[src/rtl/adder_tree_sched.sv]
// Two-requester round-robin scheduler in front of a 4-stage pipelined 8-input
// unsigned adder tree; results return tagged with the owning requester.
module adder_tree_sched #(
  parameter int ADDER_WIDTH = 28
) (
  input  logic                       clk_i,
  input  logic                       reset_i,
  input  logic                       req0_i,
  input  logic [8*ADDER_WIDTH-1:0]   ops0_i,
  output logic                       gnt0_o,
  input  logic                       req1_i,
  input  logic [8*ADDER_WIDTH-1:0]   ops1_i,
  output logic                       gnt1_o,
  output logic                       out_valid_o,
  input  logic                       out_ready_i,
  output logic [ADDER_WIDTH+2:0]     out_sum_o,
  output logic                       out_tag_o
);

  localparam int W = ADDER_WIDTH;

  logic                 advance;
  logic                 xfer;
  logic                 last_gnt_q, last_gnt_d;
  logic [8*W-1:0]       ops_sel;

  logic                 s0_valid_q, s0_tag_q;
  logic [W-1:0]         s0_op_q [8];
  logic                 s1_valid_q, s1_tag_q;
  logic [W:0]           s1_sum_q [4];
  logic [W:0]           s1_sum_d [4];
  logic                 s2_valid_q, s2_tag_q;
  logic [W+1:0]         s2_sum_q [2];
  logic [W+1:0]         s2_sum_d [2];
  logic                 out_valid_q, out_tag_q;
  logic [W+2:0]         out_sum_q;
  logic [W+2:0]         out_sum_d;

  assign advance = !out_valid_q || out_ready_i;

  // Tie goes to the requester that did not win the previous transfer.
  always_comb begin
    gnt0_o = 1'b0;
    gnt1_o = 1'b0;
    if (!reset_i && advance) begin
      if (req0_i && req1_i) begin
        gnt0_o = last_gnt_q;
        gnt1_o = !last_gnt_q;
      end else begin
        gnt0_o = req0_i;
        gnt1_o = req1_i;
      end
    end
  end

  assign xfer       = gnt0_o || gnt1_o;
  assign last_gnt_d = xfer ? gnt1_o : last_gnt_q;
  assign ops_sel    = gnt1_o ? ops1_i : ops0_i;

  always_comb begin
    for (int i = 0; i < 4; i++) begin
      s1_sum_d[i] = {1'b0, s0_op_q[2*i]} + {1'b0, s0_op_q[2*i+1]};
    end
    for (int i = 0; i < 2; i++) begin
      s2_sum_d[i] = {1'b0, s1_sum_q[2*i]} + {1'b0, s1_sum_q[2*i+1]};
    end
    out_sum_d = {1'b0, s2_sum_q[0]} + {1'b0, s2_sum_q[1]};
  end

  always_ff @(posedge clk_i) begin
    if (reset_i) begin
      last_gnt_q  <= 1'b1;
      s0_valid_q  <= 1'b0;
      s1_valid_q  <= 1'b0;
      s2_valid_q  <= 1'b0;
      out_valid_q <= 1'b0;
      out_sum_q   <= '0;
      out_tag_q   <= 1'b0;
    end else begin
      last_gnt_q <= last_gnt_d;
      if (advance) begin
        s0_valid_q  <= xfer;
        s1_valid_q  <= s0_valid_q;
        s2_valid_q  <= s1_valid_q;
        out_valid_q <= s2_valid_q;
        if (xfer) begin
          s0_tag_q <= gnt1_o;
          for (int k = 0; k < 8; k++) begin
            s0_op_q[k] <= ops_sel[k*W +: W];
          end
        end
        // Data only moves with a valid set so bubbles leave outputs untouched.
        if (s0_valid_q) begin
          s1_tag_q <= s0_tag_q;
          for (int i = 0; i < 4; i++) s1_sum_q[i] <= s1_sum_d[i];
        end
        if (s1_valid_q) begin
          s2_tag_q <= s1_tag_q;
          for (int i = 0; i < 2; i++) s2_sum_q[i] <= s2_sum_d[i];
        end
        if (s2_valid_q) begin
          out_tag_q <= s2_tag_q;
          out_sum_q <= out_sum_d;
        end
      end
    end
  end

  assign out_valid_o = out_valid_q;
  assign out_sum_o   = out_sum_q;
  assign out_tag_o   = out_tag_q;

endmodule

[config.mk]
export PLATFORM = sky130hd
export DESIGN_NAME = adder_tree_sched
export DESIGN_NICKNAME = d
export VERILOG_FILES = /design/src/rtl/adder_tree_sched.sv
export SDC_FILE = /design/constraint.sdc
export NUM_CORES = 1
export LEC_CHECK = 0
export CAP_MARGIN = 20
export CORE_ASPECT_RATIO = 1.1
export CORE_MARGIN = 3
export CORE_UTILIZATION = 35
export CTS_CLUSTER_SIZE = 28
export DETAILED_ROUTE_END_ITERATION = 12
export DONT_BUFFER_PORTS = 1
export MAX_ROUTING_LAYER = met4
export PLACE_DENSITY_LB_ADDON = 0.1
export SYNTH_ARGS = -nofsm -noshare
export SYNTH_HDL_FRONTEND = slang
export SYNTH_SLANG_ARGS = --single-unit
[constraint.sdc]
create_clock -name clk_i -period 9.2 [get_ports clk_i]
set_input_delay 1.84 -clock clk_i [delete_from_list [all_inputs] [get_ports clk_i]]
set_output_delay 1.84 -clock clk_i [all_outputs]
set_load 0.1 [all_outputs]
Word-level counts from Yosys, hierarchy flattened
Memory sizes are Yosys's and may differ from the RTL's. Cells that the tools add are included. W data, S select, Z words.

Word-level logic and storage cells: 49. Memory bits (writable): 400. Bits in registers: 40. Memories: 3. Bits of input ports: 453. Output and inout port bits: 35.

Memory list: s0_op_q (words 8, bits a word 28, read ports 8, clocked after memory_dff 0, write ports 8, line 28) `logic [W-1:0] s0_op_q [8];`; s1_sum_q (words 4, bits a word 29, read ports 4, clocked after memory_dff 0, write ports 4, line 30) `logic [W:0] s1_sum_q [4];`; s2_sum_q (words 2, bits a word 30, read ports 2, clocked after memory_dff 0, write ports 2, line 33) `logic [W+1:0] s2_sum_q [2];`.

Reductions and logical operators: 11. Add/subtract/negate cells: 7. Bitwise gates (word level): 1. Mux-type cells: 17.

Operators by type and width (number): $mux W224 (1); $add A28 B28 Y29 (4); $add A29 B29 Y30 (2); $add A30 B30 Y31 (1); $mux W1 (16); $reduce_and A3 Y1 (3); $logic_not A1 Y1 (3); $logic_and A1 B1 Y1 (2); $logic_or A1 B1 Y1 (2); $reduce_and A2 Y1 (1); $not A1 Y1 (1).

Logic depth before layout (Yosys ltp)
Gate-level depths: netlist of the first run.

Depth in word-level cells: 9. Gate-level depth with buffers: 13. Mapped depth without buffers: 13.

Least setup slack after synthesis of the first run
OpenSTA, ideal clock, no wires.

Path type: in2reg. Start point: in reset_i. End point: mem s0_op_q[0][0] in the netlist's numbering, enable pin. Setup slack: 1.396 ns. Arrival time: 7.199 ns. Setup time: 0.605 ns. Buffers on the path: 1. Data required time: 8.595 ns. Stages: 3. Path through: clkbuf_1 -> nor2_1 -> o21a_1.

RTL lines: start, declared (line 7) `input logic reset_i,`; end, declared (line 28).

Worst setup path after layout of the first run
Start point: in out_ready_i. End point: out gnt0_o.

Longest elaborated chain between the ends: 3.

Ends and longest elaborated chain: start, declared (line 15) `input logic out_ready_i,`; $logic_or A1 B1 Y1 (line 39) `assign advance = !out_valid_q || out_ready_i;`; $logic_and A1 B1 Y1 (line 45) `if (!reset_i && advance) begin`; $mux W1 (line 45); end, declared (line 10) `output logic gnt0_o,`.

No other way between the ends.

==> key figures, run 1 <==
Run status
  – Status: complete, no violations

GRT
  – Total GRT Usage: 0.166
  – Largest net degree at the start of global routing: 129
  – M1 GR Usage: 0.222
  – Number of global-route vias before repair: 16400
  – First-pass GRT wire length: 94400 µm
  – Initial antenna violation count: 4
  – GR peak layer: met2
  – GR Util met2: 0.265
  – GR Layer Usage met3: 0.0290
  – Grt total ovfl: 0

Clock network
  – Clock transition at path regs: 0.06 ns
  – PostCTS Resize Cnt: 0
  – CTS Buf Count: 51
  – Level count of the clock H-tree: 2
  – Skew-Pair Late Insertion Delay: 0.59 ns
  – TritonCTS clock tree: done
  – Post-CTS Hold Buffers: 0
  – CTS max path bufs: 3
  – Post-CTS setup buffers: 0
  – Clk sinks: 440
  – Root Driver: clkbuf_16

Min path
  – Hold Path End: s1_tag_q$_DFFE_PP_
  – Hold WC Path Type: reg2reg
  – Worst hold path startpoint: s0_tag_q$_DFFE_PP_
  – Hold Path Cell Cnt: 0

Timing
  – Final Hold Viols: 0
  – Slew headroom: 0.277
  – Fmax: 204 MHz
  – RSZ-0062 raised after global routing: false
  – Setup-failing EPs final: 0
  – Final TNS setup: 0 ns
  – Worst clock skew: 0.0171 ns
  – Period utilization: 0.532
  – Worst-Margin Slew: 1.08 ns
  – Slew Limit Fails: 0
  – Tmin final: 4.90 ns

Cells and area
  – Fill count: 6810
  – Layout cells sized above 1: 0.161
  – Post-layout util: 0.397
  – Final nets: 2735
  – Area growth syn-to-layout: 11.5%
  – Design Area, Final: 28100 µm²

Worst setup path
  – Register-to-register setup slack: 4.81 ns
  – Critical path fanouts, max: 6
  – Crit Path Category: in2out
  – Slowest cell on the critical path: and3_1
  – Worst Setup End Kind: output pin
  – CP bufs+invs: 0
  – R2R Path Start: out_valid_o$_SDFFE_PP0N_
  – Worst-path cell chain: nor2b_1 -> nor2_1 -> and3_1
  – WP data arrival: 3.06 ns
  – Startpoint types: input pin
  – Critical Path Max Stage Delay: 0.89 ns
  – CP Data Required Time: 7.36 ns
  – R2r endpoint: s0_op_q[0][55]$_DFFE_PP_
  – Stages on the worst setup path: 3
  – R2R depth: 7
  – CP delay by family, top: simple AND/OR/NAND/NOR gates

Die
  – Die W: 262 µm
  – Die Y: 288 µm
  – Die Area: 75400 µm²
  – FP Rows: 102
  – Initial core utilization: 0.356
  – Num ports: 488
  – Floorplan Core Area: 71000 µm²

Detailed routing
  – DR WL/cell: 20.5 µm
  – DR vias: 16000
  – Antenna-violating nets left: 0
  – Detailed Route WL: 62800 µm
  – Initial DRT Pass Iterations: 5
  – DRT iter0 DRCs: 996
  – DR DRC count: 0
  – DR vias/cell: 5.23

Logic synthesis
  – Share of flip-flops with an asynchronous set or reset: 0
  – Multiplexer share of the synthesized area: 0.100
  – Share of the synthesized area in the top cell type: 0.479
  – Simple-Gate Fraction of Synth Area: 0.0759
  – Synthesized area: 25200 µm²
  – Post-synthesis cell type count: 72
  – Mean Syn Cell Area: 12.2 µm²
  – Largest family of logic cells by synthesized area: compound AO/OA/AOI/OAI gates
  – Synth Area in Compound Gates: 0.138
  – XOR/XNOR Fraction of Synth Area: 0.0583
  – Post-synth net total: 2727
  – Largest cells by area after synthesis: edfxtp_1, mux2_2, ha_1
  – Post-synthesis sequential area ratio: 0.509
  – Number of synthesized register bits: 440
  – Synth Flop Type: edfxtp_1
  – Top-count cell post-synth: edfxtp_1
  – Synthesis Warnings: 0
  – Most frequent cells after synthesis: edfxtp_1, mux2_2, ha_1
  – Cells after Synth: 2067
  – Area leader, netlist: edfxtp_1
  – Post-synth EDFFs: 403
  – Synth Area in Adders: 0.105

Power and ir drop
  – Leakage: 0.0105 µW
  – Pwr/cell area: 194 nW/µm²
  – Peak VDD IR: 126 µV

Place
  – Routability cong.: 0.806
  – Input/output buffers: 0
  – Post-DP HPWL: 48800 µm
  – Placed cell area: 26300 µm²

Flow run
  – Max Cap Viol: 0
logic make-up after synthesis:
family,after synthesis
buffers and inverters,95
AO/OA/AOI/OAI,532
adder cells (fa/ha/maj),207
AND/OR/NAND/NOR,400
XOR/XNOR,168
multiplexers,225
flip-flops,440
worst max path at each step:
stage                      startpoint                  endpoint  slack, ns
after global routing      out_ready_i                    gnt0_o       4.21
after detailed placement  out_ready_i  s0_op_q[0][24]$_DFFE_PP_       3.85
after floorplan               reset_i   s0_op_q[0][0]$_DFFE_PP_       1.40
after CTS                 out_ready_i                    gnt0_o       4.25
final                     out_ready_i                    gnt0_o       4.30
after global placement    out_ready_i  s0_op_q[0][25]$_DFFE_PP_       3.92
metal layers:
metal | routed length, µm | up-vias
met1 | 28900 | 7620
li1 | - | 7887
met2 | 29700 | 376
met4 | 1170 | 0
met3 | 2970 | 77
met5 | 0 | -
per-stage QoR:
step                      worst slack, ns  total power, µW  instances  hold slack [ns]
after global routing                 4.21             5740       3054            0.440
after floorplan                      1.40             3120       2067            0.400
after CTS                            4.25             5550       3050            0.422
after detailed placement             3.85             3340       2957            0.418
final                                4.30             5460       3054            0.431
after global placement               3.92             3330       2957            0.410
cell type report:
cell class              count  area (µm²)  share of cell area
flip-flops and latches    440       12800               0.456
multi-input cells        1532       12100               0.429
clock buffers              63        1430              0.0507
well taps                 936        1170              0.0416
clock inverters            30         380              0.0135
inverters                  41         154             0.00547
repair buffers              9         100             0.00356
diodes                      3        7.51            0.000267
where the power goes:
group | switching (µW) | internal [µW] | total (µW) | leakage (µW)
Clock | 820 | 1350 | 2170 | 0.000888
Combinational | 492 | 375 | 866 | 0.00554
Sequential | 70.2 | 2350 | 2420 | 0.00408
Total | 1380 | 4080 | 5460 | 0.0105
cells in the final DEF, fill, tap and decap left out, types with 31 or more instances in the layout:
cell type and count:
nand2_1 122, edfxtp_1 403, nand3_1 31, dfxtp_1 37
a21o_1 108, mux2_2 224, nand2b_1 32, o21ai_0 84
xnor2_1 114, clkbuf_16 55, xor2_1 54, nor2_1 99
a21oi_1 167, ha_1 200, inv_1 41
flip-flops by register name, summed over array words and instances, names as in the netlist:
name	cells
last_gnt_q	1
out_sum_o	31
s0_valid_q	1
s1_valid_q	1
out_valid_o	1
s2_tag_q	1
s1_tag_q	1
s2_valid_q	1
s1_sum_q	116
out_tag_o	1
s0_tag_q	1
s2_sum_q	60
s0_op_q	224
(Power assumes the default switching activity.)
==> run 2: changes to the inputs <==
==> constraint.sdc (replaced) <==
create_clock -name clk_i -period 5.1 [get_ports clk_i]
set_input_delay 1.02 -clock clk_i [delete_from_list [all_inputs] [get_ports clk_i]]
set_output_delay 1.02 -clock clk_i [all_outputs]
set_load 0.1 [all_outputs]
==> run 2 against run 1 <==
  * Via count shrank 1.5%
  * Sequential share of layout area is essentially flat
  * First-iteration DRC count shrank 9.5%
  * Power grew 78%
==> key figures, run 2 (synthesized netlist as in run 1, its figures left out) <==
Run status
  – Status: complete, no violations

Cells and area
  – Largest Register: s0_op_q
  – Design Area, Final: 28200 µm²
  – Area growth syn-to-layout: 11.5%
  – Top Registers: s0_op_q x224, s1_sum_q x116, s2_sum_q x60
  – Layout cells sized above 1: 0.160
  – Commonest non-fill, non-tap cell in the layout: edfxtp_1
  – Post-layout util: 0.397
  – Largest register FFs: 224
  – Final nets: 2736
  – Most frequent cells in the layout: edfxtp_1, mux2_2, ha_1

Detailed routing
  – Detailed Route WL: 60700 µm
  – DRT iter0 DRCs: 901
  – DR vias/cell: 5.14
  – Antenna-violating nets left: 0
  – DR vias: 15700
  – DR WL/cell: 19.8 µm
  – DR DRC count: 0
  – Initial DRT Pass Iterations: 5

Worst setup path
  – Worst Setup End Kind: flip-flop
  – Register-to-register setup slack: 1.32 ns
  – Slowest cell on the critical path: o31ai_1
  – CP Data Required Time: 5.43 ns
  – R2R Path Start: s0_op_q[0][28]$_DFFE_PP_
  – CP delay by family, top: compound AO/OA/AOI/OAI gates
  – WP data arrival: 4.11 ns
  – Critical Path Max Stage Delay: 0.55 ns
  – Worst-path cell chain: ha_1 -> fa_1 -> a21o_1 -> a21oi_1 -> nor2b_1 -> o31ai_1 -> a2111o_1 -> a21oi_1 -> a211oi_1 -> o21ai_1 -> a311oi_1 -> o21bai_1
  – R2R depth: 12
  – Startpoint types: flip-flop
  – Critical path fanouts, max: 4
  – CP bufs+invs: 0
  – Cell mode on critical path: a21oi_1
  – Crit Path Category: reg2reg
  – R2r endpoint: s1_sum_q[0][28]$_DFFE_PP_

GRT
  – Grt total ovfl: 0
  – First-pass GRT wire length: 91500 µm
  – Largest net degree at the start of global routing: 126
  – Number of global-route vias before repair: 16200
  – Initial antenna violation count: 7
  – Total GRT Usage: 0.160

Timing
  – Final Hold Viols: 0
  – Period utilization: 0.742
  – Fmax: 264 MHz
  – Final TNS setup: 0 ns
  – Worst-Margin Slew: 1.07 ns
  – Slew headroom: 0.283
  – Setup ws final: 1.32 ns
  – Setup-failing EPs final: 0
  – Slew Limit Fails: 0
  – Tmin final: 3.78 ns
  – Worst clock skew: 0.0279 ns
  – RSZ-0062 raised after global routing: false

Clock network
  – Post-CTS setup buffers: 0
  – Skew-Pair Late Insertion Delay: 0.61 ns
  – TritonCTS clock tree: done
  – Root Driver: clkbuf_16
  – Clock transition at path regs: 0.06 ns
  – Level count of the clock H-tree: 2
  – PostCTS Resize Cnt: 0
  – Clk sinks: 440
  – Post-CTS Hold Buffers: 0
  – CTS max path bufs: 3
  – CTS Buf Count: 52

Die
  – FP Rows: 102
  – Initial core utilization: 0.356
  – Die Y: 288 µm
  – Die W: 262 µm
  – Floorplan Core Area: 71000 µm²
  – Num ports: 488
  – Die Area: 75400 µm²

Power and ir drop
  – Switching portion of total power: 0.256
  – Leakage: 0.0105 µW
  – Gate power share: 0.163
  – Clock power frac: 0.388
  – Pint: 7210 µW
  – Peak VDD IR: 265 µV
  – Sequential Power Share: 0.449
  – Switching pwr: 2480 µW
  – Pwr/cell area: 344 nW/µm²

Min path
  – Hold WC Path Type: reg2reg
  – Hold Path Cell Cnt: 0
  – Hold Path End: s1_tag_q$_DFFE_PP_
  – Worst hold path startpoint: s0_tag_q$_DFFE_PP_

Place
  – Routability cong.: 0.857
  – Placed cell area: 26400 µm²
  – Pre-CTS setup slack: 1.40 ns
  – Post-DP HPWL: 47200 µm
  – Input/output buffers: 0

Flow run
  – Max Cap Viol: 0
run 2: cell types whose count changed in the layout (fill, tap and decap cells not counted), moves of 2 or more:
cell       previous run  this run
buf_12                1         5
buf_4                 7         2
bufinv_16             9         6
clkbuf_1              5         8
clkbuf_8              2         4
clkinv_1              8        10
clkinv_2              7         9
diode_2               3         7
inv_6                 2         0
run 2: layout make-up:
type | instances | area (µm²)
Antenna cell | 7 | 17.5
Clock buffer | 67 | 1440
Clock inverter | 29 | 300
Fill cell | 6865 | 42800
Inverter | 41 | 154
Multi-Input combinational cell | 1532 | 12100
Sequential cell | 440 | 12800
Tap cell | 936 | 1170
Timing Repair Buffer | 9 | 158
run 2: worst max path at each step:
| stage | end | startpoint | cells after the start |
|---|---|---|---|
| floorplan | s0_op_q[0][0]$_DFFE_PP_ | reset_i | 3 |
| detailed placement | s1_sum_q[0][28]$_DFFE_PP_ | s0_op_q[0][0]$_DFFE_PP_ | 12 |
| global route | s1_sum_q[0][28]$_DFFE_PP_ | s0_op_q[0][28]$_DFFE_PP_ | 12 |
| CTS | gnt0_o | out_valid_o$_SDFFE_PP0N_ | 3 |
| global placement | s1_sum_q[0][28]$_DFFE_PP_ | s0_op_q[0][0]$_DFFE_PP_ | 12 |
| finish | s1_sum_q[0][28]$_DFFE_PP_ | s0_op_q[0][28]$_DFFE_PP_ | 12 |
run 2: stage by stage:
stage,std cells,power (µW),hold WS (ns)
after floorplan,2067,5610,0.400
after global placement,2956,6010,0.410
after detailed placement,2957,6020,0.419
after CTS,3053,9860,0.433
after global routing,3061,10200,0.449
final,3061,9690,0.429
run 2: power by group through the flow:
stage                     Sequential (µW)  Combinational, µW  Clock (µW)
after global routing                 4370               1770        4050
after global placement               4430               1570           0
after CTS                            4360               1600        3910
after floorplan                      4410               1210           0
after detailed placement             4440               1590           0
final                                4360               1580        3760
run 2: routing by layer:
metal	global-route usage	share of wire	vias up
met5	-	0	-
met1	0.215	0.47	7410
li1	-	-	7891
met2	0.252	0.47	353
met3	0.0304	0.047	73
met4	0.0363	0.019	0
==> run 3: changes to the inputs <==
==> constraint.sdc (replaced) <==
create_clock -name clk_i -period 3.39 [get_ports clk_i]
set_input_delay 0.678 -clock clk_i [delete_from_list [all_inputs] [get_ports clk_i]]
set_output_delay 0.678 -clock clk_i [all_outputs]
set_load 0.1 [all_outputs]
==> run 3 against run 2 <==
  * Critical path depth up 1
  * Via count rose by 0.88%
  * Utilization increased by 0.35 points
  * First-iteration DRC count down 19%
  * Sequential cell count did not move
  * Design area increased by 0.88%
  * Power rose by 52%
  * Clock power is 52% higher
  * Sequential share of layout area shrank 0.40 points
  * Non-clock buffer count increased by 23
  * Combinational power increased by 54%
  * Largest cell class unchanged
  * Largest power group unchanged
  * Highest routed layer unchanged
==> key figures, run 3 (synthesized netlist as in run 1, its figures left out) <==
Run status
  – Status: complete, no violations

Detailed routing
  – Initial DRT Pass Iterations: 5
  – Antenna-violating nets left: 0
  – Detailed Route WL: 61600 µm
  – DRT iter0 DRCs: 731
  – DR DRC count: 0
  – DR vias: 15900
  – DR WL/cell: 20.0 µm
  – DR vias/cell: 5.14

Worst setup path
  – CP Data Required Time: 3.72 ns
  – R2r endpoint: s1_sum_q[1][26]$_DFFE_PP_
  – Register-to-register setup slack: 0.16 ns
  – R2R depth: 13
  – Critical Path Max Stage Delay: 0.39 ns
  – Startpoint types: flip-flop
  – Worst-path cell chain: ha_1 -> fa_2 -> a21oi_2 -> nor2_1 -> o31a_1 -> a211oi_4 -> o21bai_2 -> o41ai_2 -> buf_4 -> o31a_1 -> o21bai_1 -> a21oi_1 -> xnor2_1
  – Crit Path Category: reg2reg
  – R2R Path Start: s0_op_q[0][56]$_DFFE_PP_
  – Slowest cell on the critical path: a211oi_4
  – Worst Setup End Kind: flip-flop
  – Cell mode on critical path: o31a_1
  – WP data arrival: 3.56 ns
  – Critical path fanouts, max: 3

Clock network
  – CTS max path bufs: 3
  – Root Driver: clkbuf_16
  – Post-CTS Hold Buffers: 0
  – Clk sinks: 440
  – Skew-Pair Late Insertion Delay: 0.61 ns
  – Clock transition at path regs: 0.06 ns
  – Level count of the clock H-tree: 2
  – CTS Buf Count: 52
  – TritonCTS clock tree: done

Place
  – Placed cell area: 26500 µm²
  – Routability cong.: 0.845
  – Dpl cells: 2978
  – Input/output buffers: 0
  – Post-DP HPWL: 47800 µm

Die
  – Die Area: 75400 µm²
  – Num ports: 488
  – Initial core utilization: 0.356
  – FP Rows: 102
  – Floorplan Core Area: 71000 µm²
  – Die Y: 288 µm
  – Die W: 262 µm

Power and ir drop
  – Leakage: 0.0106 µW
  – Switching portion of total power: 0.258
  – Sequential Power Share: 0.445
  – Gate power share: 0.165
  – Peak VDD IR: 422 µV
  – Pwr/cell area: 518 nW/µm²
  – Pint: 10900 µW
  – Clock power frac: 0.389
  – Switching pwr: 3800 µW

Timing
  – Worst-Margin Slew: 1.07 ns
  – Fmax: 310 MHz
  – Worst clock skew: 0.0279 ns
  – Final Hold Viols: 0
  – Slew Limit Fails: 0
  – Worst hold slack: 0.162 ns
  – Slew headroom: 0.289
  – Tmin final: 3.23 ns
  – Setup-failing EPs final: 0
  – Period utilization: 0.952

Cells and area
  – Finished Layout Cells: 3087
  – Commonest non-fill, non-tap cell in the layout: edfxtp_1
  – Design Area, Final: 28400 µm²
  – Area growth syn-to-layout: 12.5%
  – Layout cells sized above 1: 0.176
  – Top Registers: s0_op_q x224, s1_sum_q x116, s2_sum_q x60
  – Final nets: 2759
  – Fill count: 6904
  – Most frequent cells in the layout: edfxtp_1, mux2_2, ha_1
  – Largest Register: s0_op_q
  – Largest register FFs: 224

Min path
  – Worst hold path startpoint: reset_i
  – Hold Path Cell Cnt: 1
  – Hold Path End: out_sum_o[5]$_SDFFE_PP0P_
  – Hold WC Path Type: in2reg

GRT
  – GR Layer Usage met3: 0.0327
  – Number of global-route vias before repair: 16500
  – GR Util met2: 0.252
  – GR peak layer: met2
  – First-pass GRT wire length: 93000 µm
  – Total GRT Usage: 0.163
  – Grt total ovfl: 0
  – M1 GR Usage: 0.219
  – Initial antenna violation count: 9
  – Largest net degree at the start of global routing: 117

Flow run
  – Max Cap Viol: 0
[run 3: cell count changes in the layout (fill, tap and decap cells not counted), sizes merged]
cell and change:
buf +23, diode +2, clkbuf -1, clkinv +1, clkinvlp +1
[run 3: worst max-delay path by stage]
stage	startpoint	cells after the start	endpoint	slack, ns
CTS	s0_op_q[1][56]$_DFFE_PP_	11	s1_sum_q[3][24]$_DFFE_PP_	0.03
finish	s0_op_q[0][56]$_DFFE_PP_	13	s1_sum_q[1][26]$_DFFE_PP_	0.16
global route	s0_op_q[0][56]$_DFFE_PP_	13	s1_sum_q[1][26]$_DFFE_PP_	-0.02
global placement	s0_op_q[1][56]$_DFFE_PP_	11	s1_sum_q[3][24]$_DFFE_PP_	0.01
floorplan	out_valid_o$_SDFFE_PP0N_	3	s0_op_q[0][0]$_DFFE_PP_	0.12
detailed placement	s0_op_q[1][56]$_DFFE_PP_	11	s1_sum_q[3][24]$_DFFE_PP_	-0.01
[run 3: repair_timing]
action / 4_1_cts / 5_1_grt
buffers inserted: 0 / 3
pin swaps: 0 / 8
gates resized for setup: 3 / 15
setup endpoints to repair: 4 / 17
gates cloned: 0 / 0
[run 3: power groups by stage]
| stage | sequential (µW) | combinational, µW | clock [µW] |
|---|---|---|---|
| final | 6550 | 2440 | 5730 |
| after global routing | 6580 | 2720 | 6190 |
| after CTS | 6560 | 2450 | 5960 |
| after detailed placement | 6670 | 2420 | 0 |
| after global placement | 6670 | 2410 | 0 |
| after floorplan | 6620 | 1810 | 0 |
[run 3: metal layers]
layer  wire length [µm]  part of all wire
met1              28700              0.47
met2              28400              0.46
met3               3000             0.049
met4               1470             0.024
met5                  0                 0
[run 3: critical path: cells and delay by family, from the launching register on]
| kind | cells | cell delay, ns |
|---|---|---|
| and+or+nand+nor | 1 | 0.09 |
| DFF | 1 | 0.37 |
| xor gates and xnor gates | 1 | 0.08 |
| AOI/OAI and AO/OA | 8 | 1.65 |
| buffers and inverters | 1 | 0.18 |
| adders and majority gates | 2 | 0.61 |
[run 3: cell type report]
type | count | area, µm² | area share
Sequential cell | 440 | 12800 | 0.452
Multi-Input combinational cell | 1532 | 12100 | 0.428
Clock buffer | 66 | 1450 | 0.0511
Tap cell | 936 | 1170 | 0.0412
Clock inverter | 31 | 314 | 0.0111
Timing Repair Buffer | 32 | 303 | 0.0107
Inverter | 41 | 154 | 0.00542
Antenna cell | 9 | 22.5 | 0.000793
[run 3: through the flow]
| step | power (µW) | util | setup slack (ns) | setup TNS (ns) |
|---|---|---|---|---|
| after floorplan | 8440 | - | 0.116 | 0 |
| after global placement | 9080 | 0.374 | 0.0120 | 0 |
| after detailed placement | 9090 | 0.374 | -0.0105 | -0.0178 |
| after CTS | 15000 | 0.399 | 0.0261 | 0 |
| after global routing | 15500 | 0.400 | -0.0161 | -0.0244 |
| final | 14700 | 0.400 | 0.162 | 0 |
